--- src/rtl/frame_writer_pkg.sv ---
// Shared constants, FSM encoding and FIFO entry layout for the framebuffer writer.
package frame_writer_pkg;
  localparam int SCREEN_W = 320;
  localparam int SCREEN_H = 240;
  localparam int ADDR_W   = 17;
  localparam int COLOR_W  = 3;
  localparam int COORD_W  = 10;
  localparam int FB_SIZE  = SCREEN_W * SCREEN_H;

  typedef enum logic [1:0] {
    S_RUN   = 2'd0,
    S_FLUSH = 2'd1,
    S_CLEAR = 2'd2
  } state_t;

  typedef struct packed {
    logic [ADDR_W-1:0]  addr;
    logic [COLOR_W-1:0] color;
  } pix_t;
endpackage

--- src/rtl/frame_writer_if.sv ---
// Pixel-write input and framebuffer memory port bundled for the frame writer.
interface frame_writer_if;
  import frame_writer_pkg::*;

  logic [COORD_W-1:0] x;
  logic [COORD_W-1:0] y;
  logic [COLOR_W-1:0] color;
  logic               writeEn;
  logic [ADDR_W-1:0]  mem_addr;
  logic [COLOR_W-1:0] mem_data;
  logic               mem_we;
  logic               mem_ready;

  modport master (
    input  x, y, color, writeEn, mem_ready,
    output mem_addr, mem_data, mem_we
  );

  modport slave (
    output x, y, color, writeEn, mem_ready,
    input  mem_addr, mem_data, mem_we
  );
endinterface

--- src/rtl/pixel_fifo.sv ---
// Small synchronous FIFO of {addr, color}; push and pop on the same edge are legal even when full.
module pixel_fifo
  import frame_writer_pkg::*;
#(
  parameter int DEPTH = 4
) (
  input  logic clk,
  input  logic rst,
  input  logic push,
  input  logic pop,
  input  pix_t din,
  output pix_t head,
  output logic full,
  output logic empty
);
  localparam int AW = (DEPTH > 1) ? $clog2(DEPTH) : 1;

  pix_t          mem [DEPTH];
  logic [AW-1:0] wr_ptr, rd_ptr;
  logic [AW:0]   count;

  // Pointers wrap naturally because DEPTH is a power of two.
  always_ff @(posedge clk or posedge rst) begin
    if (rst) begin
      wr_ptr <= '0;
      rd_ptr <= '0;
      count  <= '0;
    end else begin
      if (push) wr_ptr <= wr_ptr + 1'b1;
      if (pop)  rd_ptr <= rd_ptr + 1'b1;
      case ({push, pop})
        2'b10:   count <= count + 1'b1;
        2'b01:   count <= count - 1'b1;
        default: count <= count;
      endcase
    end
  end

  always_ff @(posedge clk) begin
    if (push) mem[wr_ptr] <= din;
  end

  assign head  = mem[rd_ptr];
  assign full  = (count == (AW+1)'(DEPTH));
  assign empty = (count == '0);
endmodule

--- src/rtl/frame_writer.sv ---
// Bounds-checks plots, queues them as linear addresses and drains them to memory; also sweeps a full-screen clear.
module frame_writer
  import frame_writer_pkg::*;
#(
  parameter int                 SCREEN_W   = frame_writer_pkg::SCREEN_W,
  parameter int                 SCREEN_H   = frame_writer_pkg::SCREEN_H,
  parameter int                 FIFO_DEPTH = 4,
  parameter logic [COLOR_W-1:0] BG_COLOR   = 3'b000
) (
  input  logic           clk,
  input  logic           reset_n,
  frame_writer_if.master bus,
  input  logic           clear,
  output logic           busy,
  output logic           overflow
);
  localparam int FB = SCREEN_W * SCREEN_H;

  state_t            state, state_nxt;
  logic [ADDR_W-1:0] sweep, plot_addr;
  logic              in_bounds, push, pop, full, empty, sweep_last;
  pix_t              head, plot;

  assign in_bounds = bus.writeEn && (32'(bus.x) < SCREEN_W) && (32'(bus.y) < SCREEN_H);
  assign plot_addr = ADDR_W'(bus.y) * ADDR_W'(SCREEN_W) + ADDR_W'(bus.x);
  assign plot      = '{addr: plot_addr, color: bus.color};

  // Queued plots are held back during the sweep so they land on top of the background.
  assign pop        = (state != S_CLEAR) && !empty && bus.mem_ready;
  assign push       = in_bounds && (!full || pop);
  assign sweep_last = (sweep == ADDR_W'(FB - 1));

  pixel_fifo #(.DEPTH(FIFO_DEPTH)) u_fifo (
    .clk   (clk),
    .rst   (reset_n),
    .push  (push),
    .pop   (pop),
    .din   (plot),
    .head  (head),
    .full  (full),
    .empty (empty)
  );

  always_ff @(posedge clk or posedge reset_n) begin
    if (reset_n) state <= S_RUN;
    else         state <= state_nxt;
  end

  always_ff @(posedge clk or posedge reset_n) begin
    if (reset_n)                                sweep <= '0;
    else if (state == S_FLUSH)                  sweep <= '0;
    else if (state == S_CLEAR && bus.mem_ready) sweep <= sweep + 1'b1;
  end

  always_ff @(posedge clk or posedge reset_n) begin
    if (reset_n)                overflow <= 1'b0;
    else if (in_bounds && !push) overflow <= 1'b1;
  end

  always_comb begin
    state_nxt    = state;
    bus.mem_we   = 1'b0;
    bus.mem_addr = '0;
    bus.mem_data = '0;
    case (state)
      S_RUN: begin
        if (!empty) begin
          bus.mem_we   = 1'b1;
          bus.mem_addr = head.addr;
          bus.mem_data = head.color;
        end
        if (clear) state_nxt = S_FLUSH;
      end
      S_FLUSH: begin
        if (!empty) begin
          bus.mem_we   = 1'b1;
          bus.mem_addr = head.addr;
          bus.mem_data = head.color;
        end else begin
          state_nxt = S_CLEAR;
        end
      end
      S_CLEAR: begin
        bus.mem_we   = 1'b1;
        bus.mem_addr = sweep;
        bus.mem_data = BG_COLOR;
        if (bus.mem_ready && sweep_last) state_nxt = S_RUN;
      end
      default: state_nxt = S_RUN;
    endcase
  end

  assign busy = (state != S_RUN);
endmodule

--- src/flat_wrapper.sv ---
// flat-port wrapper written by rule: the top's interface ports become plain ports
module frame_writer_flat import frame_writer_pkg::*;
#(
  parameter int                 SCREEN_W   = frame_writer_pkg::SCREEN_W,
  parameter int                 SCREEN_H   = frame_writer_pkg::SCREEN_H,
  parameter int                 FIFO_DEPTH = 4,
  parameter logic [COLOR_W-1:0] BG_COLOR   = 3'b000
)
  (clk, reset_n, clear, busy, overflow, bus_x, bus_y, bus_color, bus_writeEn, bus_mem_ready, bus_mem_addr, bus_mem_data, bus_mem_we);
  frame_writer_if bus_i ();
  input  logic clk;
  input  logic reset_n;
  input  logic clear;
  output logic busy;
  output logic overflow;
  input wire logic [$bits(bus_i.x)-1:0] bus_x;
  input wire logic [$bits(bus_i.y)-1:0] bus_y;
  input wire logic [$bits(bus_i.color)-1:0] bus_color;
  input wire logic [$bits(bus_i.writeEn)-1:0] bus_writeEn;
  input wire logic [$bits(bus_i.mem_ready)-1:0] bus_mem_ready;
  output wire logic [$bits(bus_i.mem_addr)-1:0] bus_mem_addr;
  output wire logic [$bits(bus_i.mem_data)-1:0] bus_mem_data;
  output wire logic [$bits(bus_i.mem_we)-1:0] bus_mem_we;
  assign bus_i.x = bus_x;
  assign bus_i.y = bus_y;
  assign bus_i.color = bus_color;
  assign bus_i.writeEn = bus_writeEn;
  assign bus_i.mem_ready = bus_mem_ready;
  assign bus_mem_addr = bus_i.mem_addr;
  assign bus_mem_data = bus_i.mem_data;
  assign bus_mem_we = bus_i.mem_we;
  frame_writer #(.SCREEN_W(SCREEN_W), .SCREEN_H(SCREEN_H), .FIFO_DEPTH(FIFO_DEPTH), .BG_COLOR(BG_COLOR)) u_core (.clk(clk), .reset_n(reset_n), .bus(bus_i), .clear(clear), .busy(busy), .overflow(overflow));
endmodule
--- config.mk ---
export PLATFORM = sky130hd
export DESIGN_NAME = frame_writer_flat
export DESIGN_NICKNAME = d
export VERILOG_FILES = /design/src/rtl/frame_writer_pkg.sv /design/src/rtl/frame_writer_if.sv /design/src/rtl/pixel_fifo.sv /design/src/rtl/frame_writer.sv /design/src/flat_wrapper.sv
export SDC_FILE = /design/constraint.sdc
export NUM_CORES = 1
export LEC_CHECK = 0
export CAP_MARGIN = 25
export CORE_UTILIZATION = 50
export DETAILED_ROUTE_END_ITERATION = 7
export MAX_ROUTING_LAYER = met4
export PLACE_DENSITY = 0.78
export SYNTH_ARGS = -nofsm -noshare
export SYNTH_HDL_FRONTEND = slang
export SYNTH_SLANG_ARGS = --single-unit
--- constraint.sdc ---
create_clock -name clk -period 5.7 [get_ports clk]
set_clock_uncertainty 0.2 [all_clocks]
set_input_delay 0.855 -clock clk [delete_from_list [all_inputs] [get_ports clk]]
set_output_delay 0.855 -clock clk [all_outputs]
set_load 0.005 [all_outputs]
After elaboration in Yosys (flattened, before gate mapping)

Memories as Yosys holds them, arrays and structs flattened.
Index checks and enable logic that the tools add are counted.

Bits in registers: 27
RAM bits: 80
Bits of input ports: 28
Output and inout bits: 23
Word-level logic and storage cells: 60
Memories kept: 1

Memories:

| memory            | depth | bits a word | rd ports | clocked after memory_dff | write ports | line             | RTL |
|---|---|---|---|---|---|---|---|
| u_core.u_fifo.mem | 4     | 20          | 1        | 0                        | 1           | pixel_fifo.sv:18 | `pix_t mem [DEPTH];` |

Add/sub/neg operators: 6
Multiply operators: 1
Order comparisons: 2
Eq/ne operators: 10
Muxes and demuxes: 15
Reductions and logical operators: 19

Operator list:

| cell                  | number |
|---|---|
| $mux 17               | 3 |
| $pmux 17 s2           | 1 |
| $add 17x1->17 const B | 1 |
| $add 17x10->17        | 1 |
| $eq 17x17->1 const B  | 1 |
| $mul 10x3->11 const B | 1 |
| $lt 10x8->1 const B   | 1 |
| $lt 10x9->1 const B   | 1 |
| $logic_and 1x1->1     | 8 |
| $mux 2                | 3 |
| $mux 3                | 2 |
| $ne 2x2->1 const B    | 3 |
| $pmux 2 s3            | 1 |
| $pmux 3 s2            | 1 |
| $reduce_bool 2->1     | 3 |
| $add 2x1->2 const B   | 2 |
| $eq 2x1->1 const B    | 2 |
| $eq 2x2->1 const B    | 2 |
| $add 3x1->3 const B   | 1 |
| $eq 3x3->1 const B    | 1 |
| $logic_not 1->1       | 3 |
| $logic_not 3->1       | 1 |
| $mux 1                | 3 |
| $reduce_and 3->1      | 1 |
| other kinds (6)       | 6 |

Logic depth before layout (Yosys ltp)

Gate-level depths: netlist (run 1).

Word-level depth: 8
Mapped depth: 9
Gate-level depth less buffers: 9

Modules after synthesis

A second synthesis (run 1) with hierarchy kept.

Cells, all modules: 351
Area, all modules: 5159.9 µm²

By module, submodules not included:

| module       | instances | cells each | area each (µm²) | sequential area each (µm²) |
|---|---|---|---|---|
| pixel_fifo   | 1         | 141        | 3291.9          | 2577.5 |
| frame_writer | 1         | 210        | 1868.0          | 500.5 |

Worst setup path after synthesis (run 1)

No wires, ideal clock.

Path type: input -> register
Start point: in bus_y[1]
End point: mem u_core.u_fifo.mem[0][19] in the netlist's numbering, data pin
Setup time: 0.180 ns
Arrival: 2.827 ns
Data required time: 5.320 ns
Path slack: 2.493 ns
Stages: 9
Buffers on the path: 0
Cell sequence: ha_1 > ha_1 > fa_1 > a211oi_2 > nor2_2 > xor2_1 > nand3_1 > nor3b_2 > xor2_1

Longest elaborated chain between the ends: 2

RTL lines:

| item                     | line               | RTL |
|---|---|---|
| start: declaration       | flat_wrapper.sv:17 | `input wire logic [$bits(bus_i.y)-1:0] bus_y;` |
| $mul 10x3->11            | frame_writer.sv:25 | `assign plot_addr = ADDR_W'(bus.y) * ADDR_W'(SCREEN_W) + ADDR_W'(bus.x);` |
| $add 17x10->17           | frame_writer.sv:25 |  |
| via u_core.plot_addr[16] | frame_writer.sv:20 | `logic [ADDR_W-1:0] sweep, plot_addr;` |
| end: declaration         | pixel_fifo.sv:18   |  |

The timed path passes the listed nets, and every way through them passes these cells.

Worst setup path after layout (run 1)

Start point: reg u_core.u_fifo.count[2]
End point: out bus_mem_addr[3]

Longest elaborated chain between the ends: 3

RTL lines:

| item                     | line                                   | RTL |
|---|---|---|
| start: declaration       | pixel_fifo.sv:20                       | `logic [AW:0] count;` |
| start signal: assignment | pixel_fifo.sv:32                       | `2'b10: count <= count + 1'b1;` |
| start signal: assignment | pixel_fifo.sv:33                       | `2'b01: count <= count - 1'b1;` |
| start signal: assignment | pixel_fifo.sv:34                       | `default: count <= count;` |
| $logic_not 3->1          | pixel_fifo.sv:45                       | `assign empty = (count == '0);` |
| $mux 17                  | frame_writer.sv:67, frame_writer.sv:75 |  |
| $pmux 17 s2              | frame_writer.sv:65                     | `case (state)` |
| end: declaration         | flat_wrapper.sv:21                     | `output wire logic [$bits(bus_i.mem_addr)-1:0] bus_mem_addr;` |

No other way between the ends.

==> metrics.txt, run 1 <==
# TYPE chip_impl_metric gauge
chip_impl_metric{name="met3_length",unit="um"} 474
chip_impl_metric{name="slew-limit-headroom",unit=""} 0.326
chip_impl_metric{name="numCtsBuffers",unit=""} 9
chip_impl_metric{name="layout.filler_cells",unit=""} 713
chip_impl_info{name="dr.max_layer_used",value="met4"} 1
chip_impl_metric{name="final_cycle_utilization_of_the_critical_path",unit=""} 0.639
chip_impl_info{name="synthTopCellsByArea",value="sky130_fd_sc_hd__edfxtp_1, sky130_fd_sc_hd__dfrtp_1, sky130_fd_sc_hd__mux4_2"} 1
chip_impl_metric{name="post_cts_buffers",unit=""} 0
chip_impl_metric{name="worst-endpoint-required",unit="ps"} 4640
chip_impl_metric{name="cp_max_fo",unit=""} 11
chip_impl_info{name="dominant_combinational_cell_family_by_area_after_synthesis",value="simple AND/OR/NAND/NOR gates"} 1
chip_impl_metric{name="max_cap_viol_count",unit=""} 0
chip_impl_info{name="yosys.area.top_type",value="sky130_fd_sc_hd__edfxtp_1"} 1
chip_impl_metric{name="met2WireLength",unit="um"} 4640
chip_impl_metric{name="gr-usage-all-layers",unit=""} 0.189
chip_impl_info{name="timing.setup.critical_path_class",value="reg2out"} 1
chip_impl_metric{name="wl_final",unit="um"} 9430
chip_impl_metric{name="min_path_cells",unit=""} 1
chip_impl_info{name="rsz_0062_raised_after_global_routing",value="no"} 1
chip_impl_metric{name="viasPerCell",unit=""} 5.60
chip_impl_info{name="clock_tree.root_cell",value="sky130_fd_sc_hd__clkbuf_8"} 1
chip_impl_metric{name="timing.reg2reg.setup_slack",unit="ps"} 3110
chip_impl_metric{name="num_vias",unit=""} 3075
chip_impl_metric{name="yosys-mux-area-fraction",unit=""} 0.0954
chip_impl_metric{name="grt_pass1_vias",unit=""} 2959
chip_impl_metric{name="fin_tns_setup",unit="ps"} 0
chip_impl_metric{name="port_buffers",unit=""} 50
chip_impl_metric{name="grt_antenna_before_repair",unit=""} 0
chip_impl_metric{name="final_core_util",unit=""} 0.617
chip_impl_metric{name="synth_area",unit="um2"} 5140
chip_impl_info{name="timing.hold.worst.start",value="u_core.overflow$_DFFE_PP0P_"} 1
chip_impl_metric{name="yosys.area_share.xor_xnor",unit=""} 0.0375
chip_impl_metric{name="starting_density",unit=""} 0.521
chip_impl_metric{name="synth_top_area_frac",unit=""} 0.467
chip_impl_metric{name="place.detailed.hpwl",unit="um"} 6540
chip_impl_info{name="min-delay-path-class",value="reg2reg"} 1
chip_impl_metric{name="grt_start_max_net_pins",unit=""} 24
chip_impl_metric{name="drive_above_1_share",unit=""} 0.135
chip_impl_metric{name="max_vdd_drop",unit="mV"} 0.229
chip_impl_metric{name="synth_simple_gate_area_share",unit=""} 0.0976
chip_impl_info{name="worst_setup_path_start_kind",value="flop"} 1
chip_impl_metric{name="detail-route-antenna-nets",unit=""} 0
chip_impl_metric{name="yosysWarnings",unit=""} 0
chip_impl_metric{name="clock_tree.buffer_depth",unit=""} 2
chip_impl_metric{name="num-nets-final",unit=""} 466
chip_impl_metric{name="die_area",unit="um2"} 10700
chip_impl_metric{name="grt_first_pass_wirelength",unit="um"} 14200
chip_impl_metric{name="area_delta_synth_final",unit="%"} 18.3
chip_impl_metric{name="synth_compound_gate_area_share",unit=""} 0.0835
chip_impl_info{name="dominantRegCellSynth",value="sky130_fd_sc_hd__edfxtp_1"} 1
chip_impl_metric{name="yosys.area_share.adder",unit=""} 0.0701
chip_impl_metric{name="top_level_ports",unit=""} 51
chip_impl_metric{name="ys_ff_latch",unit=""} 107
chip_impl_metric{name="cts_stage_hold_buffer_count",unit=""} 0
chip_impl_metric{name="leakagePower",unit="nW"} 2.28
chip_impl_metric{name="setup_viol_count_final",unit=""} 0
chip_impl_metric{name="period_minus_slack",unit="ps"} 3640
chip_impl_metric{name="synthesis.area_per_instance",unit="um2"} 14.6
chip_impl_metric{name="clock_transition_at_the_register_clock_pins_on_the_worst_setup_and_hold_paths_after_cts",unit="ps"} 110
chip_impl_metric{name="arrival",unit="ps"} 2590
chip_impl_metric{name="diodes",unit=""} 0
chip_impl_metric{name="drc",unit=""} 0
chip_impl_metric{name="placeableCoreArea",unit="um2"} 9860
chip_impl_metric{name="mapped_cells",unit=""} 353
chip_impl_metric{name="final-max-slew-violation-count",unit=""} 0
chip_impl_metric{name="detailedRoute.firstPassIterationCount",unit=""} 5
chip_impl_metric{name="asyncSetResetFlopFracSynth",unit=""} 0.252
chip_impl_metric{name="gr-total-overflow",unit=""} 0
chip_impl_metric{name="p_per_area",unit="nW/um2"} 390
chip_impl_metric{name="achievable-frequency",unit="MHz"} 275
chip_impl_metric{name="floorplan.rows",unit=""} 36
chip_impl_metric{name="post_cts_resized",unit=""} 0
chip_impl_metric{name="proportion_of_synthesized_chip_area_in_sequential_cells",unit=""} 0.599
chip_impl_metric{name="chipHeight",unit="um"} 103
chip_impl_info{name="holdPathEnd",value="u_core.overflow$_DFFE_PP0P_"} 1
chip_impl_metric{name="numClockSinks",unit=""} 107
chip_impl_metric{name="max_slew.worst_pin.slew",unit="ps"} 1010
chip_impl_metric{name="synth-edff-count",unit=""} 80
chip_impl_info{name="worst_r2r_startpoint",value="u_core.state[0]$_DFFE_PP0P_"} 1
chip_impl_info{name="setup.worst_path.end_class",value="output pin"} 1
chip_impl_info{name="status",value="finished clean"} 1
chip_impl_metric{name="maximum_level_of_the_cts_h_tree",unit=""} 3
chip_impl_metric{name="clk-insertion-delay-late",unit="ps"} 370
chip_impl_metric{name="fp.dieW",unit="um"} 103
chip_impl_metric{name="drt-initial-drc-count",unit=""} 220
chip_impl_metric{name="routabilityCongestion",unit=""} 0.840
chip_impl_info{name="beginning_of_the_critical_path",value="u_core.u_fifo.count[2]$_DFFE_PP0P_"} 1
chip_impl_metric{name="wl_per_cell",unit="um"} 17.2
chip_impl_metric{name="finalHoldViolations",unit=""} 0
chip_impl_metric{name="ys_types",unit=""} 45
chip_impl_metric{name="wirelength_met1",unit="um"} 4130
chip_impl_metric{name="r2r.worst_path.cells",unit=""} 4
chip_impl_metric{name="synth.net_count",unit=""} 408
chip_impl_info{name="tritoncts",value="done"} 1
chip_impl_info{name="regToRegEndpoint",value="u_core.u_fifo.mem[1][15]$_DFFE_PP_"} 1
through the flow:
stage / instances / area [um2] / hold slack (ps) / setup slack, ps / power (mW)
final: 549 / 6080 / 293 / 2060 / 2.37
after global routing: 549 / 6080 / 318 / 1990 / 2.51
after CTS: 546 / 6000 / 296 / 2060 / 2.39
after detailed placement: 530 / 5810 / 268 / 1790 / 1.96
after global placement: 529 / 5790 / 267 / 1910 / 1.93
after floorplan: 353 / 5140 / 259 / 2490 / 1.54
state kept, by name (all words and copies together) (netlist names):
name and count:
u_core.u_fifo.wr_ptr 2, u_core.state 2, u_core.u_fifo.count 3, u_core.overflow 1, u_core.u_fifo.rd_ptr 2, u_core.u_fifo.mem 80
u_core.sweep 17
worst max-delay path by stage:
stage,to,slack (ps),depth (start not counted)
floorplan,u_core.u_fifo.mem[0][19]$_DFFE_PP_,2490,9
global placement,u_core.u_fifo.mem[0][19]$_DFFE_PP_,1910,10
detailed placement,u_core.u_fifo.mem[3][19]$_DFFE_PP_,1790,10
CTS,bus_mem_addr[3],2060,5
global route,u_core.u_fifo.mem[3][19]$_DFFE_PP_,1990,10
finish,bus_mem_addr[3],2060,5
where the power goes:
| part | total [mW] | switching (mW) | internal [mW] | leakage (nW) |
|---|---|---|---|---|
| Combinational | 0.956 | 0.418 | 0.537 | 1.11 |
| Sequential | 0.984 | 0.0734 | 0.911 | 1.08 |
| Clock | 0.434 | 0.265 | 0.169 | 0.0949 |
| Total | 2.37 | 0.756 | 1.62 | 2.28 |
cell usage in the layout (no fill, tap or decap), drive strengths merged, types with 8 or more instances in the layout:
cell,count
xor2,12
o21ai,19
and2,10
clkdlybuf4s50,50
nand3,17
ha,24
nand2,26
nor2,11
dfrtp,27
a21oi,8
inv,15
clkbuf,10
mux4,20
xnor2,10
edfxtp,80
a22o,17
synth_stat cells (3+ instances only):
library cell	n
sky130_fd_sc_hd__nor2b_1	4
sky130_fd_sc_hd__xor2_1	12
sky130_fd_sc_hd__o21ai_0	14
sky130_fd_sc_hd__mux2i_1	4
sky130_fd_sc_hd__a22o_1	17
sky130_fd_sc_hd__a21oi_1	5
sky130_fd_sc_hd__a211oi_1	4
sky130_fd_sc_hd__and3_1	6
sky130_fd_sc_hd__nand2_1	25
sky130_fd_sc_hd__a21oi_2	3
sky130_fd_sc_hd__fa_1	3
sky130_fd_sc_hd__inv_1	12
sky130_fd_sc_hd__clkbuf_1	6
sky130_fd_sc_hd__o21ai_1	5
sky130_fd_sc_hd__dfrtp_1	27
sky130_fd_sc_hd__nand4_1	5
sky130_fd_sc_hd__buf_2	3
sky130_fd_sc_hd__nor2_1	9
sky130_fd_sc_hd__a21o_1	3
sky130_fd_sc_hd__xnor2_1	10
sky130_fd_sc_hd__mux4_2	20
sky130_fd_sc_hd__edfxtp_1	80
sky130_fd_sc_hd__nand3_1	16
sky130_fd_sc_hd__ha_1	24
sky130_fd_sc_hd__and2_1	10
sky130_fd_sc_hd__nor3_1	3
area by class of cell:
cell class / count / area (um2) / area share
Timing Repair Buffer: 57 / 633 / 0.104
Tap cell: 133 / 166 / 0.0274
Clock inverter: 6 / 57.6 / 0.00946
Inverter: 12 / 45.0 / 0.00741
Clock buffer: 10 / 128 / 0.0210
Multi-Input combinational cell: 224 / 1970 / 0.325
Sequential cell: 107 / 3080 / 0.506
routing by layer:
layer / track usage / vias up
met3: 0.0222 / 14
met5: - / -
met1: 0.235 / 1502
met2: 0.322 / 93
li1: - / 1466
met4: 0.0683 / 0
critical path, stage by stage, from the launching register on:
cell and delay (ps):
sky130_fd_sc_hd__dfrtp_1 500, sky130_fd_sc_hd__nor3_2 120, sky130_fd_sc_hd__nor2_1 590, sky130_fd_sc_hd__buf_4 310, sky130_fd_sc_hd__a22o_1 180, sky130_fd_sc_hd__clkdlybuf4s50_1 510
logic make-up after synthesis:
logic type	Yosys count
simple gates	92
buf+inv	22
flops	107
xor+xnor	22
compound gates	59
mux	24
fa+ha+maj	27
Power figures use the tool's default switching activity.
==> run 2: changes to the inputs <==
==> constraint.sdc (replaced) <==
create_clock -name clk -period 3.6 [get_ports clk]
set_clock_uncertainty 0.2 [all_clocks]
set_input_delay 0.54 -clock clk [delete_from_list [all_inputs] [get_ports clk]]
set_output_delay 0.54 -clock clk [all_outputs]
set_load 0.005 [all_outputs]
==> run 2 against run 1 <==
  * Register-to-register slack got worse by 1900 ps
  * Critical path depth increased by 5
  * Flip-flop and latch count unchanged
  * First-iteration DRC count decreased by 30%
  * Final area decreased by 0.23%
  * Utilization decreased by 0.14 points
  * Die area unchanged
  * Sequential power increased by 53%
  * Global-route usage increased by 1.0 points
  * Via count decreased by 0.13%
  * Highest routed layer unchanged
==> metrics.txt, run 2 (synthesized netlist as in run 1, its figures left out) <==
# TYPE chip_impl_metric gauge
chip_impl_metric{name="final_cycle_utilization_of_the_critical_path",unit=""} 0.885
chip_impl_info{name="tritoncts",value="done"} 1
chip_impl_metric{name="grt_antenna_before_repair",unit=""} 0
chip_impl_info{name="beginning_of_the_critical_path",value="bus_y[1]"} 1
chip_impl_metric{name="drive_above_1_share",unit=""} 0.141
chip_impl_info{name="final_common_cell",value="sky130_fd_sc_hd__edfxtp_1"} 1
chip_impl_metric{name="numClockSinks",unit=""} 107
chip_impl_metric{name="floorplan.rows",unit=""} 36
chip_impl_metric{name="place.detailed.hpwl",unit="um"} 6860
chip_impl_metric{name="max_vdd_drop",unit="mV"} 0.367
chip_impl_metric{name="max_slew.worst_pin.slew",unit="ps"} 657
chip_impl_metric{name="setup_viol_count_final",unit=""} 0
chip_impl_metric{name="grt_pass1_vias",unit=""} 3079
chip_impl_info{name="worst_r2r_startpoint",value="u_core.state[0]$_DFFE_PP0P_"} 1
chip_impl_metric{name="clock_transition_at_the_register_clock_pins_on_the_worst_setup_and_hold_paths_after_cts",unit="ps"} 100
chip_impl_metric{name="max_cap_viol_count",unit=""} 0
chip_impl_info{name="worst_setup_path_start_kind",value="input pin"} 1
chip_impl_metric{name="drc",unit=""} 0
chip_impl_metric{name="seq_area",unit="um2"} 3080
chip_impl_metric{name="die_area",unit="um2"} 10700
chip_impl_info{name="global_route.peak_usage_layer",value="met2"} 1
chip_impl_metric{name="groute.layer.met3.usage",unit=""} 0.0296
chip_impl_metric{name="starting_density",unit=""} 0.521
chip_impl_info{name="largest_registers",value="u_core.u_fifo.mem x80, u_core.sweep x17, u_core.u_fifo.count x3"} 1
chip_impl_metric{name="use_met1",unit=""} 0.244
chip_impl_metric{name="gr-usage-all-layers",unit=""} 0.199
chip_impl_metric{name="gr-total-overflow",unit=""} 0
chip_impl_metric{name="viasPerCell",unit=""} 5.56
chip_impl_metric{name="achievable-frequency",unit="MHz"} 314
chip_impl_metric{name="routabilityCongestion",unit=""} 0.830
chip_impl_metric{name="fin_tns_setup",unit="ps"} 0
chip_impl_metric{name="wl_per_cell",unit="um"} 16.9
chip_impl_metric{name="post_cts_resized",unit=""} 0
chip_impl_metric{name="multiInputGateArea",unit="um2"} 1970
chip_impl_info{name="final_cell_mix",value="sky130_fd_sc_hd__edfxtp_1, sky130_fd_sc_hd__clkdlybuf4s50_1, sky130_fd_sc_hd__dfrtp_1, sky130_fd_sc_hd__nand2_1, sky130_fd_sc_hd__ha_1"} 1
chip_impl_metric{name="largest_register_ffs",unit=""} 80
chip_impl_metric{name="maximum_level_of_the_cts_h_tree",unit=""} 3
chip_impl_metric{name="r2r.worst_path.cells",unit=""} 9
chip_impl_metric{name="leakagePower",unit="nW"} 2.27
chip_impl_metric{name="cts_stage_hold_buffer_count",unit=""} 0
chip_impl_metric{name="finalHoldViolations",unit=""} 0
chip_impl_metric{name="grt_first_pass_wirelength",unit="um"} 15100
chip_impl_info{name="min-delay-path-class",value="reg2reg"} 1
chip_impl_info{name="largest-register",value="u_core.u_fifo.mem"} 1
chip_impl_metric{name="numCtsBuffers",unit=""} 9
chip_impl_metric{name="chipHeight",unit="um"} 103
chip_impl_metric{name="detailedRoute.firstPassIterationCount",unit=""} 4
chip_impl_metric{name="clk-insertion-delay-late",unit="ps"} 360
chip_impl_info{name="capturing_element_of_the_worst_setup_path",value="u_core.u_fifo.mem[3][19]$_DFFE_PP_"} 1
chip_impl_metric{name="final-max-slew-violation-count",unit=""} 0
chip_impl_metric{name="layout.filler_cells",unit=""} 744
chip_impl_info{name="regToRegEndpoint",value="u_core.u_fifo.count[2]$_DFFE_PP0P_"} 1
chip_impl_metric{name="port_buffers",unit=""} 50
chip_impl_metric{name="clock_tree.buffer_depth",unit=""} 2
chip_impl_info{name="clock_tree.root_cell",value="sky130_fd_sc_hd__clkbuf_8"} 1
chip_impl_metric{name="top_level_ports",unit=""} 51
chip_impl_metric{name="num_vias",unit=""} 3071
chip_impl_metric{name="fp.dieW",unit="um"} 103
chip_impl_metric{name="timing.reg2reg.setup_slack",unit="ps"} 1170
chip_impl_metric{name="grt_start_max_net_pins",unit=""} 23
chip_impl_metric{name="groute.layer.met2.usage",unit=""} 0.341
chip_impl_metric{name="wl_final",unit="um"} 9360
chip_impl_metric{name="drt-initial-drc-count",unit=""} 154
chip_impl_info{name="timing.setup.critical_path_class",value="in2reg"} 1
chip_impl_metric{name="p_per_area",unit="nW/um2"} 619
chip_impl_metric{name="arrival",unit="ps"} 3150
chip_impl_metric{name="detail-route-antenna-nets",unit=""} 0
chip_impl_info{name="rsz_0062_raised_after_global_routing",value="no"} 1
chip_impl_metric{name="post_cts_buffers",unit=""} 0
chip_impl_metric{name="diodes",unit=""} 0
chip_impl_metric{name="post-layout-total-power",unit="mW"} 3.75
chip_impl_metric{name="cp_max_fo",unit=""} 4
chip_impl_metric{name="slew-limit-headroom",unit=""} 0.561
chip_impl_info{name="status",value="finished clean"} 1
chip_impl_info{name="setup.worst_path.end_class",value="flop"} 1
chip_impl_metric{name="period_minus_slack",unit="ps"} 3190
chip_impl_metric{name="num-nets-final",unit=""} 469
chip_impl_metric{name="worst-endpoint-required",unit="ps"} 3560
chip_impl_metric{name="area_delta_synth_final",unit="%"} 18.0
chip_impl_metric{name="placeableCoreArea",unit="um2"} 9860
run 2: cell types whose count changed in the layout (fill, tap and decap cells not counted), sizes merged:
cell,change
clkinv,-2
inv,+1
clkinvlp,+1
buf,+3
run 2: cell type report:
type                    instances  area share
well taps                     133      0.0274
clock inverters                 6     0.00928
repair buffers                 60       0.102
multi-input cells             224       0.325
inverters                      12     0.00742
flip-flops and latches        107       0.507
clock buffers                  10      0.0210
run 2: power breakdown:
group | internal, mW | total (mW) | leakage (nW) | switching [mW]
Clock | 0.268 | 0.686 | 0.0913 | 0.418
Combinational | 0.854 | 1.56 | 1.11 | 0.707
Sequential | 1.44 | 1.51 | 1.08 | 0.0635
Total | 2.57 | 3.75 | 2.27 | 1.19
run 2: worst min-delay path by stage:
| stage | start | to | slack (ps) | depth (start not counted) |
|---|---|---|---|---|
| floorplan | u_core.sweep[7]$_DFFE_PP0P_ | u_core.sweep[7]$_DFFE_PP0P_ | 260 | 1 |
| global placement | u_core.overflow$_DFFE_PP0P_ | u_core.overflow$_DFFE_PP0P_ | 260 | 1 |
| detailed placement | u_core.overflow$_DFFE_PP0P_ | u_core.overflow$_DFFE_PP0P_ | 260 | 1 |
| CTS | u_core.overflow$_DFFE_PP0P_ | u_core.overflow$_DFFE_PP0P_ | 290 | 1 |
| global route | u_core.overflow$_DFFE_PP0P_ | u_core.overflow$_DFFE_PP0P_ | 300 | 1 |
| finish | u_core.overflow$_DFFE_PP0P_ | u_core.overflow$_DFFE_PP0P_ | 290 | 1 |
run 2: worst max-delay path, stage by stage:
cell                              delay [ps]
sky130_fd_sc_hd__clkdlybuf4s50_1         460
sky130_fd_sc_hd__ha_1                    320
sky130_fd_sc_hd__ha_1                    230
sky130_fd_sc_hd__fa_1                    430
sky130_fd_sc_hd__xor2_1                  270
sky130_fd_sc_hd__nand2_1                 100
sky130_fd_sc_hd__a21oi_2                 150
sky130_fd_sc_hd__nand3_1                 140
sky130_fd_sc_hd__nor3b_2                 220
sky130_fd_sc_hd__xor2_1                  290
run 2: metal layers:
metal	routed length [um]	share of wire
met5	0	0
met4	136	0.015
met3	449	0.048
met2	4710	0.50
met1	4060	0.43
run 2: stage by stage:
stage	setup slack (ps)	instance area, um2	hold WS, ps	utilization	cells
finish	414	6070	290	0.615	552
global route	253	6070	303	0.615	552
CTS	403	6070	289	0.615	552
detailed placement	28.8	5880	263	0.597	536
global placement	124	5870	259	0.595	535
floorplan	708	5140	259	-	353
==> RTL edit, RTL diff (config.mk and constraints of run 2) <==
`COLOR_W`: 3 -> 6.
--- a/src/rtl/frame_writer_pkg.sv
+++ b/src/rtl/frame_writer_pkg.sv
@@ -5,3 +5,3 @@
   localparam int ADDR_W   = 17;
-  localparam int COLOR_W  = 3;
+  localparam int COLOR_W  = 6;
   localparam int COORD_W  = 10;
Ports: changed (resized bus_color and bus_mem_data); port bits go from 51 to 57. The function was not compared with the original's and may differ.
==> RTL edit against run 2 <==
Final area grew 16%; largest cell class unchanged; count of clock-buffer cells in the layout grew 15; power grew 33%; sequential cell count grew 12; area after synthesis grew 9.4%; routed wire length grew 18%; fmax shrank 3.6%; worst hold slack lost 220 ps; setup slack lost 120 ps.
==> RTL edit: results (changes against run 2) <==
metric,value,unit,change
status,"complete, no violations",,
initial drt markers,224,,+45%
WL met1,4800,um,+18%
layout cells sized above 1,16.3,%,+2.3 points
R2R setup slack,970,ps,-200 ps
distinct cell type count after synthesis,46,,+2.2%
fillers,749,,+0.67%
via/cell ratio,5.75,,+3.3%
clock root cell,clkbuf_8,,
CP max FO,25,,+21
CTS buffer count,17,,+8
clk slew on worst S/H paths,50,ps,-50 ps
Met3 Routed Length,409,um,-8.9%
Hold Crit Class,primary input to async pin,,
Max Used Layer,met4,,
H-Tree Depth,4,,+1
Met2 Wirelength,5720,um,+22%
Peak VDD IR,0.361,mV,-1.6%
async set or reset register ratio after synthesis,22.7,%,-2.5 points
Post-synth EDFFs,92,,+15%
"top cells by count, synth","edfxtp_1, dfrtp_1, ha_1",,
largest registers,"u_core.u_fifo.mem (92), u_core.sweep (17), u_core.u_fifo.count (3)",,
# diodes,0,,unchanged
Leak,2.65,nW,+16%
clk buf depth,2,,unchanged
register area share after synthesis,61.1,%,+1.3 points
largest net degree at the start of global routing,26,,+13%
top post-synthesis cells by area,"edfxtp_1, dfrtp_1, mux4_2, ha_1, a22o_1",,
slew at the pin with the worst max-slew slack,508,ps,-149 ps
vias in the first global route,3526,,+15%
hpwl dp,7230,um,+5.4%
Worst EP arrival,2560,ps,-590 ps
grt ovf,0,,unchanged
WHS,73.4,ps,-216 ps
Post-CTS Setup Inserts,0,,unchanged
Final #Nets,504,,+7.5%
placer's final routability congestion estimate,0.848,,+2.1%
first-pass GRT wire length,17800,um,+18%
Pre-Repair DR Iteration Count,4,,unchanged
Mapped Nets,431,,+5.6%
IO Port Bufs,56,,+12%
warnings from Yosys,0,,unchanged
setup_tns,0,ps,unchanged
clock latency on the worst-skew pair,510,ps,+150 ps
initial antenna violation count,0,,unchanged
CTS resizes,0,,unchanged
Avg WL per Cell,18.4,um,+8.8%
Total GRT Usage,21.7,%,+1.7 points
-- RTL edit: metrics by stage --
stage          power, mW  util, %  instances  area, um^2  setup WS, ps
2_1_floorplan       2.67        -        373        5630           711
3_3_place_gp        3.38     58.8        566        6400           109
3_5_place_dp        3.42     59.0        567        6430          6.20
4_1_cts             5.04     64.4        599        7010           257
5_1_grt             5.24     64.4        599        7010           172
6_report            5.00     64.4        599        7010           297
-- RTL edit: area by class of cell --
cell class | count | area [um^2] | share of cell area [%]
sequential | 119 | 3440 | 49.1
clock inverter | 7 | 65.1 | 0.928
multi-input combinational | 224 | 2060 | 29.4
clock buffer | 25 | 515 | 7.35
inverter | 17 | 63.8 | 0.910
timing repair buffer | 67 | 688 | 9.82
tap | 140 | 175 | 2.50
-- RTL edit: final timing paths --
path                                               from  cells after the start                     end
worst max-delay path            u_core.u_fifo.rd_ptr[0]                      4        bus_mem_addr[15]
worst min-delay path                            reset_n                      2         u_core.overflow
worst max register to register          u_core.state[0]                      9  u_core.u_fifo.count[2]
worst min register to register          u_core.overflow                      1         u_core.overflow
max in group asynchronous                       reset_n                      3         u_core.sweep[2]
min in group clk                        u_core.overflow                      1         u_core.overflow
-- RTL edit: worst max-delay path, cell delays in order, from the launching register on --
cell	delay, ps
dfrtp_1	330
buf_4	430
mux4_2	620
a22o_1	220
clkdlybuf4s50_1	440
-- RTL edit: metal layers --
metal  up-vias  global-route usage (%)
met5         -                       -
met4         0                    8.02
met3        11                    4.70
met2        95                    34.9
met1      1741                    27.0
li1       1595                       -
-- RTL edit: cell families after synthesis --
group	count (synthesis)	share of synthesized area (%)
buffers and inverters	30	2.22
AO/OA/AOI/OAI	64	8.12
flip-flops	119	61.1
multiplexers	26	9.74
AND/OR/NAND/NOR	84	8.83
XOR/XNOR	23	3.58
adder cells (fa/ha/maj)	27	6.40
-- RTL edit: report_power, final --
| part | internal, mW | switching, mW |
|---|---|---|
| sequential | 1.60 | 0.0952 |
| combinational | 0.940 | 0.754 |
| clock | 1.04 | 0.561 |
